File: config.mk
export PLATFORM = sky130hd
export DESIGN_NAME = prod_accum
export DESIGN_NICKNAME = d
export VERILOG_FILES = /design/src/rtl/prod_accum_pkg.sv /design/src/rtl/prod_accum_adder.sv /design/src/rtl/prod_accum.sv
export SDC_FILE = /design/constraint.sdc
export NUM_CORES = 1
export LEC_CHECK = 0
export CORE_MARGIN = 2
export CORE_UTILIZATION = 45
export DETAILED_ROUTE_END_ITERATION = 16
export GPL_TIMING_DRIVEN = 1
export PLACE_DENSITY = 0.74
export SYNTH_ARGS = -nofsm -noshare
export SYNTH_HDL_FRONTEND = slang
export SYNTH_SLANG_ARGS = --single-unit
File: constraint.sdc
create_clock -name clk -period 4.5 [get_ports clk]
set_input_delay 1.35 -clock clk [delete_from_list [all_inputs] [get_ports clk]]
set_output_delay 1.35 -clock clk [all_outputs]
set_load 0.01 [all_outputs]
File: src/rtl/prod_accum_pkg.sv
// Shared types and default widths for the product accumulator.
package prod_accum_pkg;

    typedef enum logic [0:0] {
        ACC  = 1'b0,
        DONE = 1'b1
    } accum_state_t;

    localparam int unsigned PROD_W_DEF = 16;
    localparam int unsigned ACC_W_DEF  = 24;

endpackage : prod_accum_pkg

File: src/rtl/prod_accum_adder.sv
// accum_adder: ACC_W-wide accumulate step with carry-out.
// Optional build macro PROD_ACCUM_SATURATE_EN clamps the sum to all-ones on carry-out;
// otherwise the sum wraps modulo 2^ACC_W.
module accum_adder
    import prod_accum_pkg::*;
#(
    parameter int unsigned PROD_W = PROD_W_DEF,
    parameter int unsigned ACC_W  = ACC_W_DEF
) (
    input  logic [ACC_W-1:0]  i_acc,
    input  logic [PROD_W-1:0] i_prod,
    output logic [ACC_W-1:0]  o_sum_c,
    output logic              o_carry_c
);

    logic [ACC_W:0] w_full;

    // Widened add; the top bit is the carry-out. Once clamped, adding any
    // further product either carries again or adds zero, so the clamp holds.
    always_comb begin
        w_full    = {1'b0, i_acc} + (ACC_W+1)'(i_prod);
        o_carry_c = w_full[ACC_W];
`ifdef PROD_ACCUM_SATURATE_EN
        o_sum_c   = w_full[ACC_W] ? {ACC_W{1'b1}} : w_full[ACC_W-1:0];
`else
        o_sum_c   = w_full[ACC_W-1:0];
`endif
    end

endmodule : accum_adder

File: src/rtl/prod_accum.sv
// prod_accum: sums a valid/ready stream of multiplier products into frames
// closed by in_last or by reaching MAX_CNT beats, and holds the frame total,
// beat count and overflow flag on an output handshake.
// Build macro PROD_ACCUM_SATURATE_EN selects saturating instead of wrapping sums.
module prod_accum
    import prod_accum_pkg::*;
#(
    parameter  int unsigned PROD_W  = PROD_W_DEF,
    parameter  int unsigned ACC_W   = ACC_W_DEF,
    parameter  int unsigned MAX_CNT = 16,
    localparam int unsigned CNT_W   = $clog2(MAX_CNT + 1)
) (
    input  logic              clk,
    input  logic              rst_n,
    input  logic              in_valid,
    output logic              in_ready,
    input  logic [PROD_W-1:0] in_prod,
    input  logic              in_last,
    output logic              out_valid,
    input  logic              out_ready,
    output logic [ACC_W-1:0]  out_sum,
    output logic [CNT_W-1:0]  out_count,
    output logic              out_ovf
);

    accum_state_t     r_state;
    accum_state_t     w_state_nxt;
    logic [ACC_W-1:0] r_acc;
    logic [ACC_W-1:0] w_acc_nxt;
    logic [CNT_W-1:0] r_count;
    logic [CNT_W-1:0] w_count_nxt;
    logic [CNT_W-1:0] w_count_inc;
    logic             r_ovf;
    logic             w_ovf_nxt;
    logic             r_out_valid;
    logic             w_out_valid_nxt;
    logic             r_in_ready;
    logic             w_in_ready_nxt;
    logic [ACC_W-1:0] w_sum;
    logic             w_carry;
    logic             w_accept;
    logic             w_close;

    accum_adder #(
        .PROD_W (PROD_W),
        .ACC_W  (ACC_W)
    ) u_adder (
        .i_acc     (r_acc),
        .i_prod    (in_prod),
        .o_sum_c   (w_sum),
        .o_carry_c (w_carry)
    );

    assign w_accept    = in_valid && r_in_ready;
    assign w_count_inc = r_count + CNT_W'(1);
    assign w_close     = in_last || (w_count_inc == CNT_W'(MAX_CNT));

    // State, datapath and handshake registers; acc/count/ovf double as held outputs.
    always_ff @(posedge clk or negedge rst_n) begin
        if (!rst_n) begin
            r_state     <= ACC;
            r_acc       <= '0;
            r_count     <= '0;
            r_ovf       <= 1'b0;
            r_out_valid <= 1'b0;
            r_in_ready  <= 1'b1;
        end else begin
            r_state     <= w_state_nxt;
            r_acc       <= w_acc_nxt;
            r_count     <= w_count_nxt;
            r_ovf       <= w_ovf_nxt;
            r_out_valid <= w_out_valid_nxt;
            r_in_ready  <= w_in_ready_nxt;
        end
    end

    // Next-state: accumulate accepted beats in ACC, hold the result in DONE until taken.
    always_comb begin
        w_state_nxt     = r_state;
        w_acc_nxt       = r_acc;
        w_count_nxt     = r_count;
        w_ovf_nxt       = r_ovf;
        w_out_valid_nxt = r_out_valid;
        w_in_ready_nxt  = r_in_ready;
        unique case (r_state)
            ACC: begin
                if (w_accept) begin
                    w_acc_nxt   = w_sum;
                    w_count_nxt = w_count_inc;
                    w_ovf_nxt   = r_ovf | w_carry;
                    if (w_close) begin
                        w_state_nxt     = DONE;
                        w_out_valid_nxt = 1'b1;
                        w_in_ready_nxt  = 1'b0;
                    end
                end
            end
            DONE: begin
                if (out_ready) begin
                    w_acc_nxt       = '0;
                    w_count_nxt     = '0;
                    w_ovf_nxt       = 1'b0;
                    w_state_nxt     = ACC;
                    w_out_valid_nxt = 1'b0;
                    w_in_ready_nxt  = 1'b1;
                end
            end
            default: begin
                w_state_nxt = ACC;
            end
        endcase
    end

    assign in_ready  = r_in_ready;
    assign out_valid = r_out_valid;
    assign out_sum   = r_acc;
    assign out_count = r_count;
    assign out_ovf   = r_ovf;

endmodule : prod_accum

==> flow_summary.ini, run 1 <==
[critical_path]
timing.setup.critical_path_class = in2reg
count_of_buffering_cells_on_the_critical_path_with_inverters_included = 1
critical_path.startpoint_type = input pin
cp_max_fo = 5
cp_data_required_time_ps = 4710
reg2reg_setup_slack_ps = 2060
timing.critical_path.cells = clkdlybuf4s50_1, ha_1, fa_1, a21o_1, nand3_1, a31oi_2, a41oi_2, o21ai_2, a221oi_1, o21bai_1
endpoint_kind = flop
reg_to_reg_critical_path_startpoint = out_sum[0]$_DFFE_PN0P_
worst_path_largest_cell_delay_ps = 400
crit_arrival_ps = 3740
critPathSlowestCell = sky130_fd_sc_hd__clkdlybuf4s50_1
cell_type_group_with_the_largest_total_delay_on_the_critical_path = compound AO/OA/AOI/OAI gates
r2r-end = out_sum[20]$_DFFE_PN0P_
r2r_depth = 9

[clock_tree]
cts_tree = done
clkSlewWorstSetupHoldPaths_ps = 70
numCtsBuffers = 5
worst_skew_pair_later_pin_latency_ps = 290
cts.sinks = 33
clockBufferDepth = 2
cts-htree-levels = 2
post_cts.repair.setup_buffers = 0
holdBufCountCts = 0
ctsRootBufferMaster = sky130_fd_sc_hd__clkbuf_8
post_cts_resize_count = 0

[sta]
clock-skew-final_ps = 3.76
worst_max_slew_margin_expressed_relative_to_the_limit = 0.713
report.final.setup_viol = 0
sum_neg_setup_slack_ps = 0
fin_crit_ps = 3530
min_period_over_period = 0.784
unrepaired_setup_endpoints_after_global_routing = no
achievable-frequency_mhz = 283
hold_viol_final = 0
worstMarginPinSlew_ps = 430
drv_slew = 0

[layout]
flow.area_growth_from_synthesis_pct = 30.2
drive_above_1_share = 0.0629
nNetsFinal = 340
layout.cells.non_filler = 356
final_non_filler_cell_area_um2 = 2850
antennaDiodeCount = 0
fillers = 421
post-route-util = 0.606

[placed_design]
placedCellCount = 348
port-buffer-count = 52
gp_congestion = 0.812
post-dp-hpwl_um = 3640
placedInstanceArea_um2 = 2760

[global_route]
initial_antenna_violation_count = 0
wire_length_of_the_first_global_routing_pass_um = 8380
grt_start_max_net_pins = 42
grt_overflow = 0
grt_use_total = 0.199
grt_pass1_vias = 1906

[floorplan]
floorplan.die_area_um2 = 5430
die_height_um = 73.7
core_area_um2 = 4690
floorplan.die.width_um = 73.7
initial_core_utilization = 0.466
ioPinCount = 53
cell_row_count = 25

[routing]
via_per_inst = 5.64
detailroute.via_count = 2007
detail_route.wl_per_cell_um = 14.3
antenna_violation_net_count_after_detailed_routing = 0
first_pass_iters = 4
drt_iter0_drc = 71
drt_drc_violations_left = 0
total_routed_wirelength_um = 5080

[yosys]
synth_edf_count = 0
synth_flop_cell = sky130_fd_sc_hd__dfrtp_1
syn_nets = 286
synth.largest_area_cell = sky130_fd_sc_hd__dfrtp_1
asyncSetResetFlopFracSynth = 1.00
synth-seq-area-share = 0.378
postSynthCellCount = 247
ys_seq_elements = 33
synth_most_common_cell = sky130_fd_sc_hd__nand2_1
synthesis.yosys.warnings = 0
yosys.cell_types.count = 43
post-synth-top-area-fraction = 0.366
syn-cell-area_um2 = 2190
netlist_top_cells_area = sky130_fd_sc_hd__dfrtp_1, sky130_fd_sc_hd__ha_1, sky130_fd_sc_hd__nand2_1
synth_area_per_cell_um2 = 8.85
synth_cell_count_leaders = sky130_fd_sc_hd__nand2_1, sky130_fd_sc_hd__dfrtp_1, sky130_fd_sc_hd__nand3_1, sky130_fd_sc_hd__o21ai_0, sky130_fd_sc_hd__ha_1

[min_path]
hold-path-cell-count = 2
min_path_type = reg2reg
hold_path_end = out_valid$_DFFE_PN0P_
worst_hold_startpoint = out_valid$_DFFE_PN0P_

[pwr]
p_leak_nw = 1.23
power.density_nw_per_um2 = 588
vdd.ir_drop.worst_mv = 0.318
power.total_mw = 1.67

[outcome]
outcome = complete, no violations

[run]
max_cap_viol_count = 0
-- kinds of logic after synthesis --
kind of cell | count (synthesis) | synth area share
simple gates | 87 | 0.189
fa+ha+maj | 18 | 0.106
flops | 33 | 0.378
xor+xnor | 15 | 0.0601
buf+inv | 15 | 0.0275
mux | 5 | 0.0229
compound gates | 74 | 0.216
-- how the worst max path moves through the flow --
stage,start,to,slack (ps),depth (start not counted)
after floorplan,in_prod[0],out_sum[20]$_DFFE_PN0P_,1280,9
after global placement,in_prod[0],out_sum[20]$_DFFE_PN0P_,730,10
after detailed placement,in_prod[0],out_sum[20]$_DFFE_PN0P_,670,10
after CTS,in_prod[0],out_sum[20]$_DFFE_PN0P_,970,10
after global routing,in_prod[0],out_sum[20]$_DFFE_PN0P_,810,10
final,in_prod[0],out_sum[20]$_DFFE_PN0P_,970,10
-- cell type report --
class                           count  area (um^2)  share of cell area
Tap cell                           54         67.6              0.0237
Sequential cell                    33          827               0.291
Clock inverter                      2         10.0             0.00352
Timing Repair Buffer               55          543               0.191
Clock buffer                        6         72.6              0.0255
Inverter                            7         26.3             0.00923
Multi-Input combinational cell    199         1300               0.456
-- layer usage --
metal | global-route usage | vias up | wire length [um]
met5 | 0 | - | 0
met4 | 0.0525 | 0 | 59
met3 | 0.0425 | 6 | 235
met2 | 0.342 | 54 | 2460
met1 | 0.252 | 938 | 2330
li1 | - | 1009 | -
-- sequential cells by signal, indices dropped and copies added, names as in the netlist --
| register | count |
|---|---|
| out_sum | 24 |
| out_count | 5 |
| in_ready | 1 |
| out_ovf | 1 |
| out_valid | 1 |
| r_state | 1 |
-- power breakdown --
part	leakage (nW)	switching [mW]	internal [mW]
sequential	0.430	0.0954	0.396
clock	0.0450	0.112	0.107
combinational	0.757	0.502	0.462
total	1.23	0.709	0.965
-- worst register-to-register path, stage by stage (launching register included) --
cell and delay, ps:
sky130_fd_sc_hd__dfrtp_1 400, sky130_fd_sc_hd__ha_1 210, sky130_fd_sc_hd__fa_1 400, sky130_fd_sc_hd__a21o_1 190, sky130_fd_sc_hd__nand3_1 110, sky130_fd_sc_hd__a31oi_2 130, sky130_fd_sc_hd__a41oi_2 380, sky130_fd_sc_hd__o21ai_2 150
sky130_fd_sc_hd__a221oi_1 270, sky130_fd_sc_hd__o21bai_1 140
-- through the flow --
step / hold WS, ps / worst slack [ps]
2_1_floorplan: 475 / 1280
5_1_grt: 493 / 808
3_3_place_gp: 459 / 733
3_5_place_dp: 467 / 672
6_report: 476 / 970
4_1_cts: 483 / 969
-- placed cells by master, fill, tap and decap left out, drive strengths merged, types with 2 or more instances in the layout --
cell and instances:
o21ai 29, and3 4, o21a 4, clkdlybuf4s50 52, dfrtp 32, nor3 3, inv 7, clkinv 2
nand3 27, xnor2 8, ha 17, xor2 7, mux2i 5, o31ai 5, a21o 4, nand2 38
nand4 5, o21bai 4, buf 3, o211ai 2, a31oi 2, clkbuf 6, nor2 5, a21oi 16
(Power assumes the default switching activity.)
==> inputs of run 2 (changes only) <==
==> constraint.sdc (replaced) <==
create_clock -name clk -period 3.5 [get_ports clk]
set_input_delay 1.05 -clock clk [delete_from_list [all_inputs] [get_ports clk]]
set_output_delay 1.05 -clock clk [all_outputs]
set_load 0.01 [all_outputs]
==> flow_summary.ini, run 2 (same netlist as run 1, synthesis figures left out) <==
[placed_design]
port-buffer-count = 52
gp_congestion = 0.819
post-dp-hpwl_um = 3630

[clock_tree]
cts.sinks = 33
cts_tree = done
worst_skew_pair_later_pin_latency_ps = 290
clockBufferDepth = 2
numCtsBuffers = 5
post_cts_resize_count = 0
holdBufCountCts = 0
ctsRootBufferMaster = sky130_fd_sc_hd__clkbuf_8
post_cts.repair.setup_buffers = 0
clkSlewWorstSetupHoldPaths_ps = 70
cts-htree-levels = 2

[sta]
fin_crit_ps = 3220
whs_ps = 481
hold_viol_final = 0
worst_max_slew_margin_expressed_relative_to_the_limit = 0.663
sum_neg_setup_slack_ps = 0
unrepaired_setup_endpoints_after_global_routing = no
clock-skew-final_ps = 6.18
report.final.setup_viol = 0
min_period_over_period = 0.920
achievable-frequency_mhz = 311
drv_slew = 0
worstMarginPinSlew_ps = 504

[layout]
most-common-layout-cells = sky130_fd_sc_hd__clkdlybuf4s50_1, sky130_fd_sc_hd__nand2_1, sky130_fd_sc_hd__dfrtp_1, sky130_fd_sc_hd__nand3_1, sky130_fd_sc_hd__o21ai_0
nNetsFinal = 342
number_of_flip_flops_in_the_largest_register = 24
post-route-util = 0.610
drive_above_1_share = 0.0724
mostFrequentLayoutCell = sky130_fd_sc_hd__clkdlybuf4s50_1
flow.area_growth_from_synthesis_pct = 31.0
antennaDiodeCount = 0

[critical_path]
cp_data_required_time_ps = 3720
critical_path.startpoint_type = input pin
endpoint_kind = flop
crit_arrival_ps = 3440
cp_max_fo = 5
timing.setup.critical_path_class = in2reg

[global_route]
grt_overflow = 0
grt_pass1_vias = 1854
wire_length_of_the_first_global_routing_pass_um = 8420
grt_start_max_net_pins = 42
grt_use_total = 0.199
initial_antenna_violation_count = 0

[pwr]
power.density_nw_per_um2 = 756
vdd.ir_drop.worst_mv = 0.359
power.total_mw = 2.17
p_leak_nw = 1.24

[floorplan]
floorplan.die.width_um = 73.7
die_height_um = 73.7
core_area_um2 = 4690
cell_row_count = 25
initial_core_utilization = 0.466
floorplan.die_area_um2 = 5430
ioPinCount = 53

[routing]
detail_route.wl_per_cell_um = 13.9
drt_drc_violations_left = 0
total_routed_wirelength_um = 4980
drt_iter0_drc = 63
detailroute.via_count = 1999
antenna_violation_net_count_after_detailed_routing = 0
via_per_inst = 5.58
first_pass_iters = 4

[outcome]
outcome = complete, no violations

[min_path]
min_path_type = reg2reg

[run]
max_cap_viol_count = 0
## run 2: changes by cell type in the layout (fill, tap and decap cells not counted), sizes merged
| cell | previous run | this run |
|---|---|---|
| buf | 3 | 5 |
| clkinvlp | 0 | 1 |
| clkbuf | 6 | 5 |
## run 2: power breakdown
| part | internal [mW] | switching, mW | total (mW) |
|---|---|---|---|
| clock | 0.137 | 0.144 | 0.281 |
| combinational | 0.603 | 0.646 | 1.25 |
| sequential | 0.510 | 0.126 | 0.636 |
| total | 1.25 | 0.916 | 2.17 |
## run 2: stage by stage
step | setup slack [ps] | area [um^2] | std cells
after floorplan | 584 | 2190 | 247
after global placement | 41.5 | 2780 | 350
after detailed placement | -29.3 | 2780 | 350
after CTS | 274 | 2860 | 358
after global routing | 146 | 2860 | 358
final | 280 | 2860 | 358
## run 2: worst paths after layout
kind / from / to / slack [ps] / depth (start not counted)
max in group asynchronous: rst_n / in_ready$_DFFE_PN1P_ / 2000 / 2
max reg2reg: out_sum[0]$_DFFE_PN0P_ / out_sum[20]$_DFFE_PN0P_ / 1060 / 9
min in group asynchronous: rst_n / out_sum[23]$_DFFE_PN0P_ / 1160 / 2
min: out_valid$_DFFE_PN0P_ / out_valid$_DFFE_PN0P_ / 480 / 2
max: in_prod[0] / out_sum[20]$_DFFE_PN0P_ / 280 / 10
min reg2reg: out_valid$_DFFE_PN0P_ / out_valid$_DFFE_PN0P_ / 480 / 2
## run 2: worst max-delay path, stage by stage
cell,delay (ps)
sky130_fd_sc_hd__clkdlybuf4s50_1,400
sky130_fd_sc_hd__ha_1,230
sky130_fd_sc_hd__fa_1,410
sky130_fd_sc_hd__a21o_1,190
sky130_fd_sc_hd__nand3_1,110
sky130_fd_sc_hd__a31oi_2,120
sky130_fd_sc_hd__a41oi_2,360
sky130_fd_sc_hd__o21ai_2,140
sky130_fd_sc_hd__a221oi_1,280
sky130_fd_sc_hd__o21bai_1,140
## run 2: cell type report
class                           instances  area, um^2
Tap cell                               54        67.6
Timing Repair Buffer                   57         558
Inverter                                7        26.3
Fill cell                             418        1830
Clock buffer                            5        68.8
Multi-Input combinational cell        199        1300
Clock inverter                          3        17.5
Sequential cell                        33         827
## run 2: routing by layer
| layer | global-route usage | vias to the layer above | part of all wire |
|---|---|---|---|
| li1 | - | 1019 | - |
| met1 | 0.265 | 919 | 0.48 |
| met2 | 0.324 | 55 | 0.46 |
| met3 | 0.0521 | 6 | 0.054 |
| met4 | 0.0485 | 0 | 0.0096 |
| met5 | 0 | - | 0 |
